===== config.mk =====
export PLATFORM = sky130hd
export DESIGN_NAME = usb_ctrl_in_pkt_buf
export DESIGN_NICKNAME = d
export VERILOG_FILES = /design/src/rtl/usb_pkg.sv /design/src/rtl/usb_pkt_ram.sv /design/src/rtl/usb_ctrl_in_pkt_buf.sv
export SDC_FILE = /design/constraint.sdc
export NUM_CORES = 1
export LEC_CHECK = 0
export ABC_AREA = 1
export CORE_MARGIN = 1.5
export CORE_UTILIZATION = 40
export CTS_CLUSTER_SIZE = 16
export DETAILED_ROUTE_END_ITERATION = 8
export GPL_ROUTABILITY_DRIVEN = 1
export PLACE_DENSITY = 0.53
export SKIP_LAST_GASP = 1
export SYNTH_ARGS = -nofsm -noshare
export SYNTH_HDL_FRONTEND = slang
export SYNTH_SLANG_ARGS = --single-unit

===== constraint.sdc =====
create_clock -name clk -period 2.38 [get_ports clk]
set_clock_uncertainty 0.1 [all_clocks]
set_input_delay 0.476 -clock clk [delete_from_list [all_inputs] [get_ports clk]]
set_output_delay 0.476 -clock clk [all_outputs]
set_load 0.05 [all_outputs]

===== src/rtl/usb_pkg.sv =====
// usb_pkg: shared USB control-endpoint state encodings and PID constants
package usb_pkg;
  typedef enum logic [1:0] {FILL, READY, XMIT, STALLED} in_state_t;
  localparam logic [3:0] PID_DATA0 = 4'b0011;
  localparam logic [3:0] PID_DATA1 = 4'b1011;
  localparam int B_MAX_PACKET_SIZE0 = 32;
endpackage


===== src/rtl/usb_pkt_ram.sv =====
// usb_pkt_ram: single-packet payload store, one write port, async read port
module usb_pkt_ram #(
  parameter int DEPTH = 32,
  parameter int AW = $clog2(DEPTH)
) (
  input  logic          clk,
  input  logic          we,
  input  logic [AW-1:0] waddr,
  input  logic [7:0]    wdata,
  input  logic [AW-1:0] raddr,
  output logic [7:0]    rdata
);
  logic [7:0] mem [DEPTH];
  always_ff @(posedge clk)
    if (we) mem[waddr] <= wdata;
  assign rdata = mem[raddr];
endmodule


===== src/rtl/usb_ctrl_in_pkt_buf.sv =====
// usb_ctrl_in_pkt_buf: control-endpoint IN packet buffer with DATA0/1 toggle,
// lost-ACK retransmit and stall handling
module usb_ctrl_in_pkt_buf
  import usb_pkg::*;
#(
  parameter int MAX_PKT_SIZE = B_MAX_PACKET_SIZE0,
  parameter int PTR_W = 7
) (
  input  logic       clk,
  input  logic       reset,
  input  logic       in_ep_req,
  output logic       in_ep_grant,
  output logic       in_ep_data_free,
  input  logic       in_ep_data_put,
  input  logic [7:0] in_ep_data,
  input  logic       in_ep_data_done,
  input  logic       in_ep_stall,
  output logic       in_ep_acked,
  input  logic       setup_token,
  input  logic       in_token,
  output logic       tx_pkt_ready,
  output logic       tx_stall,
  output logic       tx_data_toggle,
  output logic       tx_data_avail,
  input  logic       tx_data_get,
  output logic [7:0] tx_data,
  input  logic       tx_acked
);
  localparam int AW = $clog2(MAX_PKT_SIZE);
  localparam logic [PTR_W-1:0] MAX_CNT = PTR_W'(MAX_PKT_SIZE);
  in_state_t state, state_n;
  logic [PTR_W-1:0] wr_cnt, wr_n, rd_ptr, rd_n;
  logic toggle, tog_n, acked_n, wr_en;
  logic [7:0] rdata;
  assign in_ep_grant = in_ep_req && state == FILL;
  assign in_ep_data_free = state == FILL && wr_cnt < MAX_CNT;
  assign tx_pkt_ready = state == READY || state == XMIT;
  assign tx_stall = state == STALLED;
  assign tx_data_toggle = toggle;
  assign tx_data_avail = state == XMIT && rd_ptr < wr_cnt;
  assign tx_data = state == XMIT ? rdata : 8'h00;
  // setup and stall both flush the packet, so a coincident put must not land
  assign wr_en = in_ep_data_put && in_ep_data_free && !setup_token && !in_ep_stall;
  usb_pkt_ram #(.DEPTH(MAX_PKT_SIZE), .AW(AW)) u_ram (
    .clk(clk),
    .we(wr_en),
    .waddr(wr_cnt[AW-1:0]),
    .wdata(in_ep_data),
    .raddr(rd_ptr[AW-1:0]),
    .rdata(rdata)
  );
  always_comb begin
    state_n = state;
    wr_n = wr_cnt;
    rd_n = rd_ptr;
    tog_n = toggle;
    acked_n = 1'b0;
    if (setup_token) begin
      state_n = FILL;
      wr_n = '0;
      rd_n = '0;
      tog_n = 1'b1;
    end else if (in_ep_stall) begin
      state_n = STALLED;
      wr_n = '0;
      rd_n = '0;
    end else begin
      case (state)
        FILL: begin
          wr_n = wr_en ? wr_cnt + 1'b1 : wr_cnt;
          state_n = (in_ep_data_done || (wr_en && wr_cnt == MAX_CNT - 1'b1)) ? READY : FILL;
        end
        READY: begin
          rd_n = in_token ? '0 : rd_ptr;
          state_n = in_token ? XMIT : READY;
        end
        XMIT: begin
          if (tx_acked) begin
            tog_n = ~toggle;
            wr_n = '0;
            rd_n = '0;
            acked_n = 1'b1;
            state_n = FILL;
          end else if (in_token) rd_n = '0;
          else if (tx_data_get && tx_data_avail) rd_n = rd_ptr + 1'b1;
        end
        default: ;
      endcase
    end
  end
  always_ff @(posedge clk) begin
    if (reset) begin
      state <= FILL;
      wr_cnt <= '0;
      rd_ptr <= '0;
      toggle <= 1'b0;
      in_ep_acked <= 1'b0;
    end else begin
      state <= state_n;
      wr_cnt <= wr_n;
      rd_ptr <= rd_n;
      toggle <= tog_n;
      in_ep_acked <= acked_n;
    end
  end
endmodule


==> impl_results.md <==
- Count leader, synth: nand2_1
- Post-Synthesis Cells: 1,090
- WP data required: 1800 ps
- Drt total wl: 33,000 um
- Num CTS Buffers: 30
- Top FF cell, synth: edfxtp_1
- Initial core utilization: 41.0%
- CP Capture Type: output pin
- Buffers on Ports: 32
- Peak supply drop: 0.627 mV
- GR Util All Layers: 21.5%
- Syn Area/Cell: 10.9 sq um
- Hold Crit Class: flip-flop to flip-flop
- Die Y-Extent: 175 um
- Bufs and invs on worst path: 6
- Max-capacitance violation count: 0
- Number of flops mapped to enable cells by yosys: 256
- CP Max Fanout: 7
- Rel. slew slack: 66.6%
- Status: finished with violations
- Post-CTS Hold Buffers: 0
- Syn Nets: 1,123
- Max-slew violations: 0
- Non-filler cells in the finished layout: 1,642
- Bufs on Longest Clock Path: 3
- Layout Area Growth over Synthesis: 28.9%
- Fin crit period: 2920 ps
- Top post-synthesis cells by count: nand2_1 (324), edfxtp_1 (256), nand3_1 (179)
- Crit share post-route: 123%
- Fraction of layout cells with a size suffix above 1: 24.2%
- Die width: 175 um
- RSZ-0062 raised after global routing: true
- Failing checks: negative setup slack
- Setup violators final: 9
- N_diodes: 0
- Skew-Pair Late Insertion Delay: 550 ps
- # IOs: 33
- Vias in the first global route: 8,298
- Avg WL per Cell: 20.1 um
- Setup crit start kind: flip-flop
- Iter 0 DRT Violations: 748
- PnR worst setup slack: -542 ps
- Post-synth cell types: 30
- Top post-synthesis cells by area: edfxtp_1 (65%), nand2_1 (10%), nand3_1 (7.6%), dfxtp_1 (3.9%), nor2_1 (3.2%)
- HPWL after DPL: 19,300 um
- Routed Antenna Nets: 0
- Post-synth top area share: 64.8%
- Rows: 62
- Largest net degree at the start of global routing: 33
- PwrDens: 673 nW/um^2
- Die ar.: 30,700 sq um
- Slowest Stage Delay on Critical Path: 370 ps
- Nets: 1,269
- Worst-path cell chain: buf_12 > buf_12 > buf_12 > buf_8 > buf_6 > nand2_4 > nand3_4 > nand3_4 > a21oi_4 > nor2_4 > nor2_2 > buf_6
- Cell Area, Synth: 11,900 sq um
- Leakage power: 5.60 nW
- First-pass GRT wire length: 49,800 um
- Core ar.: 28,900 sq um
- CTS tree: built
- Fmax: 0.342 GHz
- Slew at the pin closest to its max-slew limit: 499 ps
- Cell family with most CP delay: buffers and inverters
- Residual DRC: 0
- Root buf cell: clkbuf_16
- Clk sinks: 279
- Clock-pin slew on the worst setup and hold paths: 60 ps
- Cell repeated most along the worst path: buf_12
- Total grt overflow: 0
- Initial antenna violation count: 0
- Routability Congestion: 0.834
- H-tree depth: 1
- Post-synth ARST share: 0%
- Setup CP Type: flip-flop to output pin
- Register area share after synthesis: 68.7%
- Post-Place Cells: 1,550
- Crit-path slowest cell: dfxtp_4
- Synth area leader: edfxtp_1
- Setup_tns: -3850 ps
- Via Count: 8,487
- Post-synthesis register bit count: 279
- Syn. warnings: 0
- Final Hold Vio Count: 0
- CP arrival: 2350 ps
- Vias/cell: 5.17
- First drt pass iteration count: 5
-- cells in the final DEF, fill, tap and decap left out, types with 6 or more instances in the layout --
master           synthesis  routed
clkdlybuf4s50_1          0      19
nand2_1                324     298
buf_12                   0      20
ha_1                    15      10
o21ai_1                 13      13
buf_16                   0       6
nor2_1                 100      89
nand3_2                  2      16
a21oi_1                 26      15
o21ai_2                  1       8
nand3_1                179     163
inv_2                    5       6
inv_1                   26      20
clkinv_1                 0       7
buf_6                    3      14
o21ai_0                 32      25
dfxtp_1                 23      10
dfxtp_4                  0       6
clkinv_2                 0       8
o22ai_1                  6       6
clkbuf_16                0      34
edfxtp_1               256     256
a21oi_2                  0       6
nand2_2                  3      28
buf_4                   14     101
dfxtp_2                  0       7
nor2_2                   1       9
-- worst paths after layout --
kind / start / cells after the start / slack [ps] / end
worst max-delay path: flip-flop / 12 / -540 / tx_data[6]
worst min-delay path: wr_cnt[5] / 2 / 390 / wr_cnt[5]
worst max register to register: wr_cnt[6] / 14 / 160 / flip-flop
worst min register to register: wr_cnt[5] / 2 / 390 / wr_cnt[5]
-- per-layer routing --
| layer | global-route usage (%) | vias up | routed length [um] |
|---|---|---|---|
| met5 | 0 | - | 0 |
| met2 | 35.6 | 261 | 15700 |
| met1 | 30.6 | 4099 | 15000 |
| met3 | 2.61 | 36 | 1830 |
| met4 | 4.34 | 0 | 466 |
| li1 | - | 4091 | - |
-- through the flow --
| step | setup slack [ps] | instance area [sq um] | power, mW | utilization [%] | hold WS (ps) |
|---|---|---|---|---|---|
| 2_1_floorplan | 74.3 | 11900 | 5.70 | - | 359 |
| 3_3_place_gp | -99.2 | 13300 | 5.96 | 45.8 | 386 |
| 3_5_place_dp | -84.7 | 13300 | 5.96 | 45.8 | 385 |
| 4_1_cts | -465 | 14900 | 10.3 | 51.5 | 389 |
| 5_1_grt | -599 | 15300 | 10.6 | 52.8 | 411 |
| 6_report | -542 | 15300 | 10.3 | 52.8 | 388 |
-- flip-flops by register name, summed over array words and instances (netlist names), named ones only --
register,flops
state,2
tx_data_toggle,1
u_ram.mem,256
in_ep_acked,1
wr_cnt,7
rd_ptr,7
-- worst reg2reg max path, stage by stage (launching register included) --
cell     delay, ps
dfxtp_2        340
inv_1           70
ha_4           270
nand2_2         60
nor2_1         130
nand2_2         70
buf_4          130
buf_4          120
buf_4          120
buf_4          120
nand3_2        110
nand2_2        130
a21oi_4        160
nor2_1          60
buf_4          140
-- kinds of logic after synthesis --
family,share of synthesized area (%)
fa+ha+maj,1.58
compound gates,3.79
flops,68.7
buf+inv,3.75
simple gates,21.9
xor+xnor,0.222
-- cell type report --
cell class | count | area [sq um]
Clock buffer | 36 | 795
Clock inverter | 18 | 113
Fill cell | 2511 | 13700
Inverter | 31 | 153
Multi-Input combinational cell | 723 | 3650
Sequential cell | 279 | 8180
Tap cell | 384 | 480
Timing Repair Buffer | 170 | 1900
Timing Repair inverter | 1 | 11.3
-- power by group --
group / total (mW) / switching [mW] / internal [mW]
Combinational: 0.594 / 0.372 / 0.223
Clock: 4.33 / 1.86 / 2.47
Sequential: 5.36 / 0.0105 / 5.35
Total: 10.3 / 2.25 / 8.04
-- timing repair --
action                                  4_1_cts  5_1_grt
endpoints found under the setup margin       10       17
buffers inserted                             17        8
gates cloned                                 10        4
pin swaps                                    29       45
gates resized for setup                      87       71
Power figures use the tool's default switching activity.
